### config.mk
export PLATFORM = sky130hd
export DESIGN_NAME = rd_ptr_empty_ctrl
export DESIGN_NICKNAME = d
export VERILOG_FILES = /design/src/rtl/rd_ptr_empty_ctrl.sv
export SDC_FILE = /design/constraint.sdc
export NUM_CORES = 1
export LEC_CHECK = 0
export BUFFER_PORTS_ARGS = -buffer_cell sky130_fd_sc_hd__buf_2
export CORE_MARGIN = 5
export CORE_UTILIZATION = 56
export DETAILED_ROUTE_END_ITERATION = 8
export PLACE_DENSITY = 0.83
export SYNTH_ARGS = -nofsm -noshare
export SYNTH_HDL_FRONTEND = slang
export SYNTH_SLANG_ARGS = --single-unit
### constraint.sdc
create_clock -name rclk -period 8.4 [get_ports rclk]
set_clock_uncertainty 0.1 [all_clocks]
set_input_delay 1.68 -clock rclk [delete_from_list [all_inputs] [get_ports rclk]]
set_output_delay 1.68 -clock rclk [all_outputs]
set_load 0.005 [all_outputs]
### src/rtl/rd_ptr_empty_ctrl.sv
// Read-side pointer/status controller for the async FIFO, read clock domain only.
// Latency: accepted read updates pointer/status at the same edge; write visibility SYNC_STAGES+1 edges.
// Backpressure: reads are accepted only while empty=0; a read while empty is dropped and flagged.
//
// Ports:
//   rclk, r_rst       read clock, asynchronous active-high reset
//   r_en              read request from the consumer
//   wptr_gray         Gray write pointer straight from the write domain (unsynchronised)
//   rptr_gray         registered Gray read pointer, sent to the write domain
//   raddr             RAM read address (head entry)
//   empty             registered, no readable entry
//   almost_empty      registered, occupancy <= AE_LEVEL
//   rd_level          registered occupancy, 0..2^ADDR_W
//   underflow         one-cycle pulse, read requested while empty
module rd_ptr_empty_ctrl #(
  parameter int ADDR_W      = 4,
  parameter int SYNC_STAGES = 2,
  parameter int AE_LEVEL    = 2
) (
  input  logic              rclk,
  input  logic              r_rst,
  input  logic              r_en,
  input  logic [ADDR_W:0]   wptr_gray,
  output logic [ADDR_W:0]   rptr_gray,
  output logic [ADDR_W-1:0] raddr,
  output logic              empty,
  output logic              almost_empty,
  output logic [ADDR_W:0]   rd_level,
  output logic              underflow
);

  localparam int PW = ADDR_W + 1;
  localparam logic [ADDR_W:0] AE_THR = PW'(AE_LEVEL);

  function automatic logic [ADDR_W:0] gray2bin(input logic [ADDR_W:0] g);
    logic [ADDR_W:0] b;
    b[ADDR_W] = g[ADDR_W];
    for (int i = ADDR_W - 1; i >= 0; i--) begin
      b[i] = b[i+1] ^ g[i];
    end
    return b;
  endfunction

  // Write pointer synchroniser
  logic [ADDR_W:0] sync_q [SYNC_STAGES];
  logic [ADDR_W:0] wsync_gray;
  logic [ADDR_W:0] wsync_bin;

  always_ff @(posedge rclk or posedge r_rst) begin
    if (r_rst) begin
      for (int i = 0; i < SYNC_STAGES; i++) begin
        sync_q[i] <= '0;
      end
    end else begin
      sync_q[0] <= wptr_gray;
      for (int i = 1; i < SYNC_STAGES; i++) begin
        sync_q[i] <= sync_q[i-1];
      end
    end
  end

  assign wsync_gray = sync_q[SYNC_STAGES-1];
  assign wsync_bin  = gray2bin(wsync_gray);

  // Read pointer and status state
  logic [ADDR_W:0] rbin_q,  rbin_d;
  logic [ADDR_W:0] rgray_q, rgray_d;
  logic [ADDR_W:0] level_q, level_d;
  logic            empty_q, empty_d;
  logic            ae_q,    ae_d;
  logic            underflow_q, underflow_d;
  logic            accept;

  always_comb begin
    accept      = r_en & ~empty_q;
    rbin_d      = rbin_q + PW'(accept);
    rgray_d     = rbin_d ^ (rbin_d >> 1);
    // Occupancy is computed against the post-read pointer so a read and a newly
    // arrived write pointer in the same cycle are both reflected in one update.
    level_d     = wsync_bin - rbin_d;
    // Full-width Gray compare: the wrap bit keeps "full" from aliasing to "empty".
    empty_d     = (rgray_d == wsync_gray);
    ae_d        = (level_d <= AE_THR);
    underflow_d = r_en & empty_q;
  end

  always_ff @(posedge rclk or posedge r_rst) begin
    if (r_rst) begin
      rbin_q      <= '0;
      rgray_q     <= '0;
      level_q     <= '0;
      empty_q     <= 1'b1;
      ae_q        <= 1'b1;
      underflow_q <= 1'b0;
    end else begin
      rbin_q      <= rbin_d;
      rgray_q     <= rgray_d;
      level_q     <= level_d;
      empty_q     <= empty_d;
      ae_q        <= ae_d;
      underflow_q <= underflow_d;
    end
  end

  assign rptr_gray    = rgray_q;
  assign raddr        = rbin_q[ADDR_W-1:0];
  assign empty        = empty_q;
  assign almost_empty = ae_q;
  assign rd_level     = level_q;
  assign underflow    = underflow_q;

endmodule

==> impl_results.md <==
* Hold Crit Class: flip-flop to flip-flop
* Leak at 0.000653 uW
* Seq/Total Area, Yosys at approximately three fifths
* Top Ports at 25
* CTS Buf Count at 3
* Placed Cells at 131
* Fin crit share at 43.5%
* Vias/cell at 4.79
* Crit end category: flip-flop
* Worst Tran Pin Value at 998 ps
* Endpoint of the worst register-to-register path: almost_empty
* FP Rows at 16
* Post-Layout Cell Count at 135
* Vias at between 600 and 700
* Busiest grt layer: met2
* Total gr overflow at 0
* FF+latch count, synth at 27
* Port-buffer cells at 24
* Synth unique cells at 22
* Clock Latency Late Sink at 310 ps
* Post-Synthesis Cells at 82
* Max Freq at 0.274 GHz
* Antenna diodes at 0
* Die Wd at 55.5 um
* Grt met1 use at 17.0%
* # fillers at 166
* Residual DRC at 0
* Dominant synthesized flop cell: dfrtp_1
* Worst setup SP type: input port
* HPWL Detailed at 1440 um
* RSZ-0062 raised after global routing: false
* CTS sink count at 27
* Pwr Density at 420 nW/um^2
* Ys Warns at 0
* Outcome: completed
* Synth area leaders: dfrtp_1 54%, xnor2_1 11%, ha_1 6.5%
* Max Cap Viol at 0
* CTS tree: yes
* Wire per inst at approximately 14 um
* Setup total negative slack at 0 ps
* Min-Delay Endpoint: wsync_gray[2]
* # setup viols final at 0
* Root Driver: clkbuf_4
* Crit path from: r_en
* Mapped cell area at 1160 um^2
* Min Tclk post-route at roughly 3700 ps
* Top-area cell type share of the netlist area at 53.9%
* Placed Area at 1300 um^2
* GR Util All Layers at 13.1%
* Die height at 55.5 um
* Die area at 3080 um^2
* CP Data Arrival Time at 3780 ps
* CTS max path bufs at 2
* Grt met2 use at 22.3%
* Post-synth net total at 97
* CP Max Fanout at 5
* Crit path kind: input port to flip-flop
* Final Hold Viols at 0
* R2r startpoint: wsync_gray[4]
* CP required at approximately 8500 ps
* Post-synth EDFFs at 0
* First-pass GRT wire length at 3220 um
* R2R Setup Slk at 5510 ps
* Vias in the first global route at 677
* Post-cts resize count at 0
* Met3 Track Usage GR at 2.33%
* Antenna violations before repair at 0
* Seq. cell area at 678 um^2
* Largest net degree at the start of global routing at 28
* Count leader, synth: dfrtp_1
* CTS H-Tree Depth at 1
* Reg clk slew, reported paths at around 130 ps
* Most instantiated cells after synthesis: 25 x dfrtp_1, 15 x xnor2_1, 7 x inv_1
* Slew Viols, Final at 0
* Area of the multi-input gates at 440 um^2
* Post-CTS Hold Buffers at 0
* Core area at about 2000 um^2
* Mapped Avg Cell Area at 14.1 um^2
* Layout Nets at 124
* Initial core utilization at 59.1%
* FFs w/ async S/R, synth at 100%
* Post-CTS setup buffers at 0
* Max IR drop VDD at between 0.0002 and 0.00025 V
* R2R cell count at 9
* DRT antenna net count at 0
* Initial DRC Count at 7
* Worst Min Path Start: sync_q[7]
* WHS Path Cells at 0
* Cell area after layout at 1330 um^2
* Slew headroom at 33.4%
* Placer Congestion at 0.765
* Area Overhead vs Synth at 14.2%
* Layout cells sized above 1 at ~29%
* Post-Route WL at around 1900 um
* Hold_ws at between 200 and 300 ps
* Top cell type by total area after synthesis: dfrtp_1
* TritonRoute pass-1 iters at 4
[sequential cells by signal, indices dropped and copies added (netlist names)]
signal / flops
underflow: 1
rbin_q: 5
rd_level: 5
rptr_gray: 4
sync_q: 5
empty: 1
wsync_gray: 5
almost_empty: 1
[metrics by stage]
stage / worst slack [ps] / total power, uW / utilization (%)
floorplan: 4710 / 425 / -
global placement: 4500 / 492 / 66.2
detailed placement: 4420 / 508 / 66.2
CTS: 4740 / 563 / 67.5
global route: 4500 / 604 / 67.5
finish: 4740 / 557 / 67.5
[logic make-up after synthesis]
| group | share of synthesized area [%] |
|---|---|
| buffers and inverters | 3.56 |
| and+or+nand+nor | 4.96 |
| AOI/OAI and AO/OA | 4.75 |
| xor gates and xnor gates | 20.1 |
| DFF | 58.5 |
| adders and majority gates | 8.20 |
[worst max path at each step]
stage | cells after the start | end | slack (ps)
floorplan | 9 | almost_empty | 4710
global placement | 10 | almost_empty | 4500
detailed placement | 10 | almost_empty | 4420
CTS | 10 | almost_empty | 4740
global route | 10 | almost_empty | 4500
finish | 10 | almost_empty | 4740
[cells in the final DEF, fill, tap and decap left out, drive strengths merged, types with 2 or more instances in the layout]
cell    count
a21o        2
a21oi       2
buf        24
clkbuf      4
dfrtp      25
dfstp       2
ha          6
inv         7
nand3       2
nor2b       2
xnor2      15
xor2        6
xor3        2
[report_power, final]
part | internal, uW | total, uW | leakage (uW) | switching (uW)
clock network | 18.6 | 53.2 | 0.0000150 | 34.6
logic | 143 | 298 | 0.000322 | 155
registers | 178 | 206 | 0.000315 | 28.2
[per-layer routing]
metal / wire [um] / part of all wire [%]
met1: 812 / 43
met2: 951 / 51
met3: 86 / 4.6
met4: 19 / 1.0
met5: 0 / 0
[final cells by class]
cell class / instances / share of cell area [%]
clock buffers: 4 / 1.98
inverters: 7 / 1.98
multi-input cells: 46 / 33.2
flip-flops and latches: 27 / 51.2
well taps: 27 / 2.55
repair buffers: 24 / 9.07
[worst max-delay path, stage by stage]
cell	delay [ps]
buf_2	80
nor2b_1	180
ha_1	310
nand3_1	120
xor2_1	270
ha_1	320
a21o_1	190
a31oi_1	170
xnor2_1	110
a2111oi_2	350
Power figures use the tool's default switching activity.
